$ cat src/rtl/game_director.sv
// game_director: top-level sequencer for game_logic. Runs the game flow FSM,
// holds game_logic in reset between games, gates its frame strobe, stretches
// button presses to exactly one frame and schedules difficulty from the score.
module game_director #(
  parameter int unsigned COUNT_FRAMES = 180,
  parameter int unsigned DEATH_FRAMES = 90,
  parameter int unsigned LEVEL_SHIFT  = 10,
  parameter int unsigned BASE_GRAVITY = 1,
  parameter int unsigned BASE_JUMP    = 190,
  parameter int unsigned JUMP_STEP    = 40,
  parameter int unsigned BASE_DUCK    = 15
) (
  input  logic        i_clk,
  input  logic        i_rst,
  input  logic        i_new_frame,
  input  logic        i_start_btn,
  input  logic        i_pause_btn,
  input  logic        i_jump_btn,
  input  logic        i_duck_btn,
  input  logic        i_left_btn,
  input  logic        i_right_btn,
  input  logic        i_game_over_in,
  input  logic [15:0] i_player_score,
  output logic        o_game_rst,
  output logic        o_game_new_frame,
  output logic        o_jump,
  output logic        o_duck,
  output logic        o_left,
  output logic        o_right,
  output logic [3:0]  o_speed,
  output logic [5:0]  o_gravity,
  output logic [7:0]  o_duck_limit,
  output logic [9:0]  o_vertical_jump,
  output logic [2:0]  o_state,
  output logic [2:0]  o_level,
  output logic [15:0] o_high_score
);

  typedef enum logic [2:0] {
    S_IDLE      = 3'd0,
    S_COUNTDOWN = 3'd1,
    S_RUN       = 3'd2,
    S_PAUSE     = 3'd3,
    S_DYING     = 3'd4,
    S_OVER      = 3'd5
  } state_t;

  function automatic logic [2:0] level_of(input logic [15:0] score);
    logic [15:0] s;
    s = score >> LEVEL_SHIFT;
    return (s > 16'd7) ? 3'd7 : s[2:0];
  endfunction

  function automatic logic [1:0] sh_of(input logic [2:0] lvl);
    if (lvl <= 3'd1)      return 2'd0;
    else if (lvl <= 3'd4) return 2'd1;
    else                  return 2'd2;
  endfunction

  function automatic logic [5:0] grav_of(input logic [1:0] sh);
    logic [31:0] f;
    f = BASE_GRAVITY << sh;
    return (f > 32'd63) ? 6'd63 : f[5:0];
  endfunction

  function automatic logic [9:0] jump_of(input logic [1:0] sh);
    logic [31:0] f;
    f = BASE_JUMP + 32'(sh) * JUMP_STEP;
    return (f > 32'd1023) ? 10'd1023 : f[9:0];
  endfunction

  function automatic logic [7:0] duck_of(input logic [1:0] sh);
    logic [31:0] f;
    f = BASE_DUCK >> sh;
    if (f == 32'd0)        return 8'd1;
    else if (f > 32'd255)  return 8'd255;
    else                   return f[7:0];
  endfunction

  state_t      r_state;
  logic [15:0] r_cnt;
  logic        r_start_q, r_pause_q;
  logic [3:0]  r_ctl_q, r_latch, r_ctrl;
  logic        r_game_rst, r_game_new_frame;
  logic [2:0]  r_level;
  logic [3:0]  r_speed;
  logic [5:0]  r_gravity;
  logic [7:0]  r_duck_limit;
  logic [9:0]  r_vertical_jump;
  logic [15:0] r_high_score;

  logic [3:0]  w_ctl;
  logic [3:0]  w_ctl_p;
  logic        w_start_p, w_pause_p;
  logic [2:0]  w_level;
  logic [1:0]  w_sh;

  // Control bit order: [0]=jump [1]=duck [2]=left [3]=right
  assign w_ctl     = {i_right_btn, i_left_btn, i_duck_btn, i_jump_btn};
  assign w_ctl_p   = w_ctl & ~r_ctl_q;
  assign w_start_p = i_start_btn & ~r_start_q;
  assign w_pause_p = i_pause_btn & ~r_pause_q;
  assign w_level   = level_of(i_player_score);
  assign w_sh      = sh_of(w_level);

  // Game flow FSM with frame gating, control latching and difficulty scheduling
  always_ff @(posedge i_clk) begin
    if (i_rst) begin
      r_state          <= S_IDLE;
      r_cnt            <= '0;
      r_start_q        <= 1'b0;
      r_pause_q        <= 1'b0;
      r_ctl_q          <= '0;
      r_latch          <= '0;
      r_ctrl           <= '0;
      r_game_rst       <= 1'b1;
      r_game_new_frame <= 1'b0;
      r_level          <= '0;
      r_speed          <= 4'd1;
      r_gravity        <= grav_of(2'd0);
      r_duck_limit     <= duck_of(2'd0);
      r_vertical_jump  <= jump_of(2'd0);
      r_high_score     <= '0;
    end else begin
      r_start_q        <= i_start_btn;
      r_pause_q        <= i_pause_btn;
      r_ctl_q          <= w_ctl;
      r_game_new_frame <= 1'b0;

      // Difficulty only moves on a forwarded frame; COUNTDOWN entry below overrides
      if (r_game_new_frame) begin
        r_level         <= w_level;
        r_speed         <= 4'd1 << w_sh;
        r_gravity       <= grav_of(w_sh);
        r_duck_limit    <= duck_of(w_sh);
        r_vertical_jump <= jump_of(w_sh);
      end

      case (r_state)
        S_IDLE, S_OVER: begin
          if (w_start_p) begin
            r_state         <= S_COUNTDOWN;
            r_cnt           <= 16'(COUNT_FRAMES);
            r_game_rst      <= 1'b1;
            r_level         <= '0;
            r_speed         <= 4'd1;
            r_gravity       <= grav_of(2'd0);
            r_duck_limit    <= duck_of(2'd0);
            r_vertical_jump <= jump_of(2'd0);
          end
        end
        S_COUNTDOWN: begin
          if (i_new_frame) begin
            if (r_cnt == 16'd1) begin
              r_state    <= S_RUN;
              r_game_rst <= 1'b0;
            end else begin
              r_cnt <= r_cnt - 16'd1;
            end
          end
        end
        S_RUN: begin
          if (i_game_over_in) begin
            r_state <= S_DYING;
            r_cnt   <= 16'(DEATH_FRAMES);
            if (i_player_score > r_high_score) r_high_score <= i_player_score;
          end else if (w_pause_p) begin
            r_state <= S_PAUSE;
          end else begin
            r_game_new_frame <= i_new_frame;
          end
        end
        S_PAUSE: begin
          if (w_pause_p) r_state <= S_RUN;
        end
        S_DYING: begin
          if (i_new_frame) begin
            if (r_cnt == 16'd1) begin
              r_state    <= S_OVER;
              r_game_rst <= 1'b1;
            end else begin
              r_cnt <= r_cnt - 16'd1;
            end
          end
        end
        default: begin
          r_state    <= S_IDLE;
          r_game_rst <= 1'b1;
        end
      endcase

      // Presses accumulate between frames and are published on the forwarded frame,
      // including a press landing in that very cycle; PAUSE freezes both
      if (r_state == S_RUN) begin
        if (r_game_new_frame) begin
          r_ctrl  <= r_latch | w_ctl_p;
          r_latch <= '0;
        end else begin
          r_latch <= r_latch | w_ctl_p;
        end
      end else if (r_state != S_PAUSE) begin
        r_latch <= '0;
        r_ctrl  <= '0;
      end
    end
  end

  assign o_game_rst       = r_game_rst;
  assign o_game_new_frame = r_game_new_frame;
  assign o_jump           = r_ctrl[0];
  assign o_duck           = r_ctrl[1];
  assign o_left           = r_ctrl[2];
  assign o_right          = r_ctrl[3];
  assign o_speed          = r_speed;
  assign o_gravity        = r_gravity;
  assign o_duck_limit     = r_duck_limit;
  assign o_vertical_jump  = r_vertical_jump;
  assign o_state          = r_state;
  assign o_level          = r_level;
  assign o_high_score     = r_high_score;

endmodule

$ cat config.mk
export PLATFORM = sky130hd
export DESIGN_NAME = game_director
export DESIGN_NICKNAME = d
export VERILOG_FILES = /design/src/rtl/game_director.sv
export SDC_FILE = /design/constraint.sdc
export NUM_CORES = 1
export LEC_CHECK = 0
export ABC_AREA = 1
export CAP_MARGIN = 20
export CORE_ASPECT_RATIO = 1.1
export CORE_UTILIZATION = 45
export CTS_BUF_LIST = sky130_fd_sc_hd__clkbuf_2 sky130_fd_sc_hd__clkbuf_4 sky130_fd_sc_hd__clkbuf_8
export DETAILED_ROUTE_END_ITERATION = 8
export GPL_TIMING_DRIVEN = 0
export HOLD_SLACK_MARGIN = 0.12
export PLACE_DENSITY_LB_ADDON = 0.25
export SLEW_MARGIN = 20
export SYNTH_ARGS = -nofsm -noshare
export SYNTH_HDL_FRONTEND = slang
export SYNTH_SLANG_ARGS = --single-unit
$ cat constraint.sdc
create_clock -name i_clk -period 2.1 [get_ports i_clk]
set_input_delay 0.315 -clock i_clk [delete_from_list [all_inputs] [get_ports i_clk]]
set_output_delay 0.315 -clock i_clk [all_outputs]
set_load 0.005 [all_outputs]
==> results of run 1 <==
## flip-flops by register name, indices dropped and copies added, names as in the netlist
| register | count |
|---|---|
| o_level | 3 |
| r_ctl_q | 4 |
| o_speed | 4 |
| o_game_rst | 1 |
| r_ctrl | 4 |
| o_duck_limit | 8 |
| o_high_score | 16 |
| r_pause_q | 1 |
| r_cnt | 16 |
| r_latch | 4 |
| o_game_new_frame | 1 |
| o_vertical_jump | 10 |
| o_state | 3 |
| r_start_q | 1 |
| o_gravity | 6 |
## cell usage in the layout, fill, tap and decap left out, types with 2 or more instances in the layout
cell type	instances
nor2_4	2
inv_2	6
nand4_1	9
nand2_1	159
a21oi_2	5
nor3_1	2
nor2_1	111
or2_2	2
inv_8	3
buf_6	3
inv_1	78
o21ai_0	11
ha_1	19
buf_2	4
nand3_2	2
nand2_2	3
or2_1	4
o22ai_1	2
clkdlybuf4s50_1	80
xor2_1	3
dfxtp_1	82
inv_6	2
clkbuf_8	9
nor2_2	6
clkbuf_2	3
clkbuf_1	7
buf_1	2
nand3_1	34
a21oi_1	44
## critical path, delay by kind of cell
| kind | cells | cell delay [ns] |
|---|---|---|
| adders and majority gates | 1 | 0.32 |
| and+or+nand+nor | 8 | 0.74 |
| buffers and inverters | 3 | 0.77 |
## how the worst max path moves through the flow
| stage | from | end | slack, ns | cells after the start |
|---|---|---|---|---|
| after detailed placement | i_player_score[15] | o_high_score[15] | -0.38 | 12 |
| final | i_player_score[15] | o_high_score[13] | 0.20 | 12 |
| after CTS | o_high_score[15] | o_high_score[15] | 0.0001 | 12 |
| after floorplan | o_high_score[15] | o_high_score[12] | 0.37 | 12 |
| after global routing | o_high_score[15] | o_high_score[12] | 0.03 | 12 |
| after global placement | i_player_score[12] | o_high_score[13] | -0.32 | 12 |
## per-layer routing
| metal | global-route usage | vias to the layer above | routed length (um) |
|---|---|---|---|
| met5 | 0 | - | 0 |
| met2 | 0.3846 | 82 | 4762 |
| met1 | 0.2511 | 1821 | 4469 |
| li1 | - | 2086 | - |
| met3 | 0.03646 | 15 | 380 |
| met4 | 0.07219 | 0 | 142 |
## power by group through the flow
stage          registers (mW)  logic [mW]  clock network [mW]
6_report                 1.90        2.41                1.15
5_1_grt                  1.93        2.75                1.25
4_1_cts                  1.90        2.41                1.18
3_5_place_dp             1.94        2.40                   0
3_3_place_gp             1.93        2.34                   0
2_1_floorplan            1.91        1.80                   0
## kinds of logic (layout without fill, tap and decap cells)
family	after synthesis	count (layout)
simple gates	337	337
buf+inv	105	201
flops	82	82
compound gates	67	67
fa+ha+maj	19	19
xor+xnor	3	3
## cell type report
| type | instances | area (um2) |
|---|---|---|
| well taps | 114 | 142.6 |
| repair buffers | 80 | 800.8 |
| multi-input cells | 426 | 2056 |
| fillers | 831 | 3606 |
| plain buffers | 19 | 102.6 |
| clock inverters | 7 | 76.32 |
| clock buffers | 9 | 123.9 |
| flip-flops and latches | 82 | 1642 |
| inverters | 86 | 324.1 |
## per-stage QoR
step / std cells / hold slack (ns) / utilization / setup WS, ns / instance area (um2)
global route: 823 / 0.4463 / 0.5936 / 0.02715 / 5268
finish: 823 / 0.4324 / 0.5936 / 0.2018 / 5268
CTS: 823 / 0.4326 / 0.5932 / 0.00009881 / 5264
floorplan: 613 / 0.4337 / - / 0.3715 / 4120
detailed placement: 807 / 0.4256 / 0.5706 / -0.3777 / 5064
global placement: 807 / 0.4212 / 0.5706 / -0.3218 / 5064
## cells in the mapped netlist (5+ instances only)
master and number:
o21ai_0 11, nand4_1 9, a21oi_1 44, nor2_2 6, a21oi_2 5, inv_1 78, nor2_1 111, nand2_1 159
dfxtp_1 82, inv_2 6, ha_1 19, buf_1 5, clkbuf_1 7, nand3_1 34
==> impl_metrics.csv, run 1 <==
group,metric,value,unit
status,status,"completed",
cts,cts_sinks,82,
die,initial_utilization,0.4643,
synthesis,synth_mux_area_frac,0,
synthesis,synth_area_per_cell,6.721,um2
synthesis,synth_top_cell_by_area,"dfxtp_1",
detailed_routing,first_iter_violations,143,
pwr,peakVddDrop,478.2,uV
critical_path,cp_cell_sequence,"clkdlybuf4s50_1 > ha_1 > nand2_1 > nor2_1 > nand4_1 > inv_1 > nand2_1 > nand2_1 > clkbuf_2 > nand3_1 > nand2_1 > nor2_1",
global_routing,gr-total-overflow,0,
critical_path,rr_startpoint,"o_high_score[15]",
critical_path,cp.required,2.36,ns
critical_path,crit_top_cell,"nand2_1",
global_routing,grt_antenna_before_repair,0,
cts,cts_root_buf,"clkbuf_8",
cts,cts_made_buffers,9,
synthesis,synth-simple-area-share,0.3453,
synthesis,synth_top_family_by_area,"simple AND/OR/NAND/NOR gates",
pwr,power,5.461,mW
detailed_routing,ant_nets,0,
critical_path,crit_path_max_incr_delay,0.43,ns
die,io_pins,82,
detailed_routing,via_per_inst,4.865,
sta,final-hold-violation-count,0,
cts,clk_latency,0.36,ns
synthesis,synth-edff-count,0,
pwr,power_frac_seq,0.349,
global_routing,grt_max_degree,19,
sta,finalCritPeriodShare,0.9039,
detailed_routing,wl_per_cell,11.85,um
die,core_area,0.008874,mm2
die,dieArea,0.009543,mm2
pwr,p_switching,2.347,mW
pwr,power_leakage,2.384,nW
die,die_w,93.24,um
detailed_routing,drtPass1Iterations,4,
synthesis,async_reset_ff_frac,0,
worst_hold_path,min_to,"r_cnt[15]",
worst_hold_path,hold_depth,2,
cts,clockBufferDepth,2,
finish,layout-drive-gt1-share,0.07757,
pwr,p_int,3.114,mW
critical_path,r2r_slack,0.21,ns
die,fp-row-count,36,
critical_path,cp_data_arrival_time,2.15,ns
critical_path,start_kind,"input pin",
synthesis,synth_xor_area_frac,0.006377,
sta,finalCriticalPeriod,1.898,ns
pwr,power_density,1037,mW/mm2
finish,area_delta_synth_final,27.85,%
global_routing,grt_pass1_wl,16240,um
pwr,clockPowerShare,0.211,
placement,gp_congestion,0.9044,
critical_path,cpMaxStageDelayCell,"clkdlybuf4s50_1",
job,maxCapViolations,0,
detailed_routing,wl,9755,um
finish,diodes,0,
critical_path,reg2reg_to,"o_high_score[13]",
sta,finClkSkew,0.01580,ns
sta,slew_viol_final,0,
synthesis,synth_fa_ha_area_frac,0.05770,
cts,ctsHtreeMaxLevel,3,
synthesis,ys.flop_type,"dfxtp_1",
global_routing,grt_usage,0.2114,
die,die_y,102.4,um
cts,clk_pin_slew_worst_paths,0.10,ns
cts,cts_setup_buffers,0,
finish,nets,749,
synthesis,yosys-top-cells-area,"dfxtp_1 (40%), nand2_1 (14%), nor2_1 (10%)",
cts,cts_resized,0,
sta,fin_tns_setup,0,ns
critical_path,r2r_cells,12,
sta,worstMarginPinSlew,0.5627,ns
detailed_routing,num_vias,4004,
detailed_routing,route.detailed.drc,0,
sta,relSlewSlack,0.6249,
synthesis,synth-seq-cells,82,
synthesis,synth_fp_nets,658,
synthesis,synth_compound_area_frac,0.08958,
cts,cts_hold_buf,0,
synthesis,syn_area,0.004120,mm2
pwr,p_comb_frac,0.441,
sta,finalSetupViolCount,0,
pwr,swShare,0.4298,
sta,rsz0062_at_grt,"false",
critical_path,critPathMaxFanout,10,
synthesis,synthCells,613,
cts,tritoncts,"done",
critical_path,critPathKind,"in -> reg",
synthesis,synth_top_area_frac,0.3984,
global_routing,grt_pass1_vias,3717,
synthesis,synth.distinct_cells,34,
worst_hold_path,worstHoldPathType,"in -> reg",
worst_hold_path,min-delay-start,"i_rst",
synthesis,synth_warnings,0,
synthesis,synth-seq-area-share,0.3984,
placement,io_buffers,80,
placement,place_hpwl,7494,um
sta,max_freq,526.8,MHz
critical_path,critPathCaptureType,"flip-flop",
No activity file was read; power rests on OpenSTA's default activity.
==> run 2, diff against run 1 <==
CAP_MARGIN = 0   (was 20)
==> results of run 2 <==
The final DEF is identical to that of run 1; final timing and power are the same.
==> run 3, diff against run 2 <==
ABC_AREA = 0   (was 1)
CORE_UTILIZATION = 30   (was 45)
RECOVER_POWER = 100   (was not set)
==> impl_metrics.csv, run 3 <==
group,metric,value,unit
status,status,"finished, violations left",
status,violations,"negative setup slack",
global_routing,grt_antenna_before_repair,0,
placement,dp_cells,650,
critical_path,critPathMaxFanout,4,
die,dieArea,0.01292,mm2
detailed_routing,wl_per_cell,14.50,um
synthesis,synth-seq-cells,82,
sta,relSlewSlack,0.6677,
pwr,peakVddDrop,303.7,uV
synthesis,synth_warnings,0,
sta,worstMarginPinSlew,0.4984,ns
synthesis,synthCells,415,
synthesis,synth_fp_nets,460,
sta,setup_ws,-0.05259,ns
finish,nets,580,
finish,nFillCells,1247,
sta,final-hold-violation-count,0,
finish,area_delta_synth_final,42.92,%
critical_path,start_kind,"flip-flop",
sta,finalCriticalPeriod,2.153,ns
critical_path,critPathKind,"reg -> reg",
detailed_routing,num_vias,3497,
cts,cts_hold_buf,0,
sta,slew_viol_final,0,
job,maxCapViolations,0,
synthesis,yosysMostFrequentCell,"dfxtp_1",
placement,gp_congestion,0.8471,
synthesis,synth_top_family_by_area,"compound AO/OA/AOI/OAI gates",
cts,cts_sinks,82,
global_routing,grt_usage,0.1603,
die,fp-row-count,42,
pwr,power_density,684.9,mW/mm2
critical_path,cp_cell_sequence,"inv_2 > ha_4 > nand4_1 > or3_1 > a21o_1 > a311oi_4 > buf_4 > a22o_1",
cts,tritoncts,"done",
pwr,power_leakage,2.168,nW
finish,layout_commonest_cell,"dfxtp_1",
synthesis,synth_area_per_cell,9.012,um2
die,io_pins,82,
die,initial_utilization,0.3094,
critical_path,cpMaxStageDelayCell,"a311oi_4",
critical_path,cp_data_arrival_time,2.46,ns
critical_path,crit_path_max_incr_delay,0.39,ns
synthesis,synth.distinct_cells,58,
critical_path,cp.required,2.41,ns
placement,io_buffers,81,
sta,finalSetupViolCount,15,
synthesis,async_reset_ff_frac,0,
synthesis,synth_xor_area_frac,0.006691,
placement,place_hpwl,7136,um
synthesis,synth_fa_ha_area_frac,0.06357,
finish,layout-drive-gt1-share,0.2093,
global_routing,grt_max_degree,18,
detailed_routing,via_per_inst,5.039,
placement,post_dp_cell_area,0.004758,mm2
cts,clockBufferDepth,2,
synthesis,synth_top_area_frac,0.4389,
sta,max_freq,464.6,MHz
worst_hold_path,worstHoldPathType,"in -> reg",
cts,clk_pin_slew_worst_paths,0.09,ns
die,die_w,108.5,um
critical_path,critPathCaptureType,"flip-flop",
cts,cts_made_buffers,9,
detailed_routing,wl,10070,um
detailed_routing,first_iter_violations,105,
cts,clk_latency,0.36,ns
cts,ctsHtreeMaxLevel,3,
synthesis,ys.flop_type,"dfxtp_1",
detailed_routing,drtPass1Iterations,4,
critical_path,cp_top_family,"compound AO/OA/AOI/OAI gates",
global_routing,grt_pass1_vias,3320,
detailed_routing,route.detailed.drc,0,
sta,finClkSkew,0.01702,ns
finish,final_area,0.005345,mm2
synthesis,synth-simple-area-share,0.2017,
die,core_area,0.01209,mm2
synthesis,synth_mux_area_frac,0.005353,
global_routing,gr-total-overflow,0,
finish,most-common-layout-cells,"dfxtp_1 (68), dlygate4sd3_1 (49), a21oi_1 (29), inv_1 (27), buf_4 (27)",
critical_path,path_buf_inv,2,
global_routing,grt_pass1_wl,16300,um
sta,rsz0062_at_grt,"true",
cts,cts_root_buf,"clkbuf_8",
synthesis,synth-edff-count,0,
synthesis,syn_area,0.003740,mm2
finish,diodes,0,
synthesis,synth_compound_area_frac,0.2275,
finish,utilization,0.4422,
finish,layout.cells.non_filler,694,
die,die_y,119.1,um
synthesis,yosys-top-cells-area,"dfxtp_1 (44%), ha_1 (6.4%), a21oi_1 (4.3%)",
sta,finalCritPeriodShare,1.025,
detailed_routing,ant_nets,0,
synthesis,synth-seq-area-share,0.4389,
synthesis,synth_common_cells,"dfxtp_1 (82), inv_1 (35), a21oi_1 (32), nor2_1 (24), o21ai_0 (21)",
synthesis,synth_top_cell_by_area,"dfxtp_1",
## run 3: metal layers
metal  GRT usage  vias up  share of wire
li1            -     1754              -
met3     0.03448       12          0.035
met1      0.2035     1660           0.45
met2      0.2666       71           0.50
met4     0.05236        0          0.011
met5           0        -              0
## run 3: kinds of logic after synthesis
group                      Yosys count
adders and majority gates           19
buffers and inverters               52
muxes                                2
and+or+nand+nor                    133
DFF                                 82
xor gates and xnor gates             2
AOI/OAI and AO/OA                  125
## run 3: timing repair
item / in CTS / in global routing
hold endpoints to repair: 0 / 0
gates resized for setup: 50 / 24
cloned: 1 / 0
pin swaps: 16 / 12
buffers inserted: 19 / 8
setup endpoints to repair: 43 / 48
## run 3: metrics by stage
| stage | worst slack, ns | hold WS, ns | total power [mW] | setup TNS, ns |
|---|---|---|---|---|
| after floorplan | 0.006466 | 0.4397 | 2.187 | 0 |
| after global placement | -0.6898 | 0.4291 | 2.406 | -19.56 |
| after detailed placement | -0.7387 | 0.4291 | 2.414 | -21.15 |
| after CTS | -0.06238 | 0.3133 | 3.641 | -0.6136 |
| after global routing | -0.1804 | 0.3404 | 3.847 | -3.419 |
| final | -0.05259 | 0.3279 | 3.661 | -0.4722 |
## run 3: worst paths after layout
kind | to | cells past startpoint | start | slack (ns)
worst max-delay path | o_high_score[1] | 8 | o_high_score[11] | -0.05
worst max register to register | o_high_score[1] | 8 | o_high_score[11] | -0.05
worst min register to register | o_vertical_jump[3] | 2 | o_vertical_jump[3] | 0.45
worst min-delay path | o_high_score[8] | 2 | i_player_score[8] | 0.33
## run 3: cell type report
type	instances	area (um2)	share of cell area
inverter	35	131.4	0.02458
clock buffer	9	123.9	0.02317
clock inverter	7	67.56	0.01264
timing repair buffer	109	1010	0.1889
sequential	82	1662	0.3109
buffer	17	88.84	0.01662
tap	154	192.7	0.03605
multi-input combinational	281	2069	0.3872
## run 3: power by group
group | switching [mW] | internal (mW) | total (mW)
sequential | 0.0756 | 1.62 | 1.70
combinational | 0.441 | 0.381 | 0.822
clock | 0.677 | 0.465 | 1.14
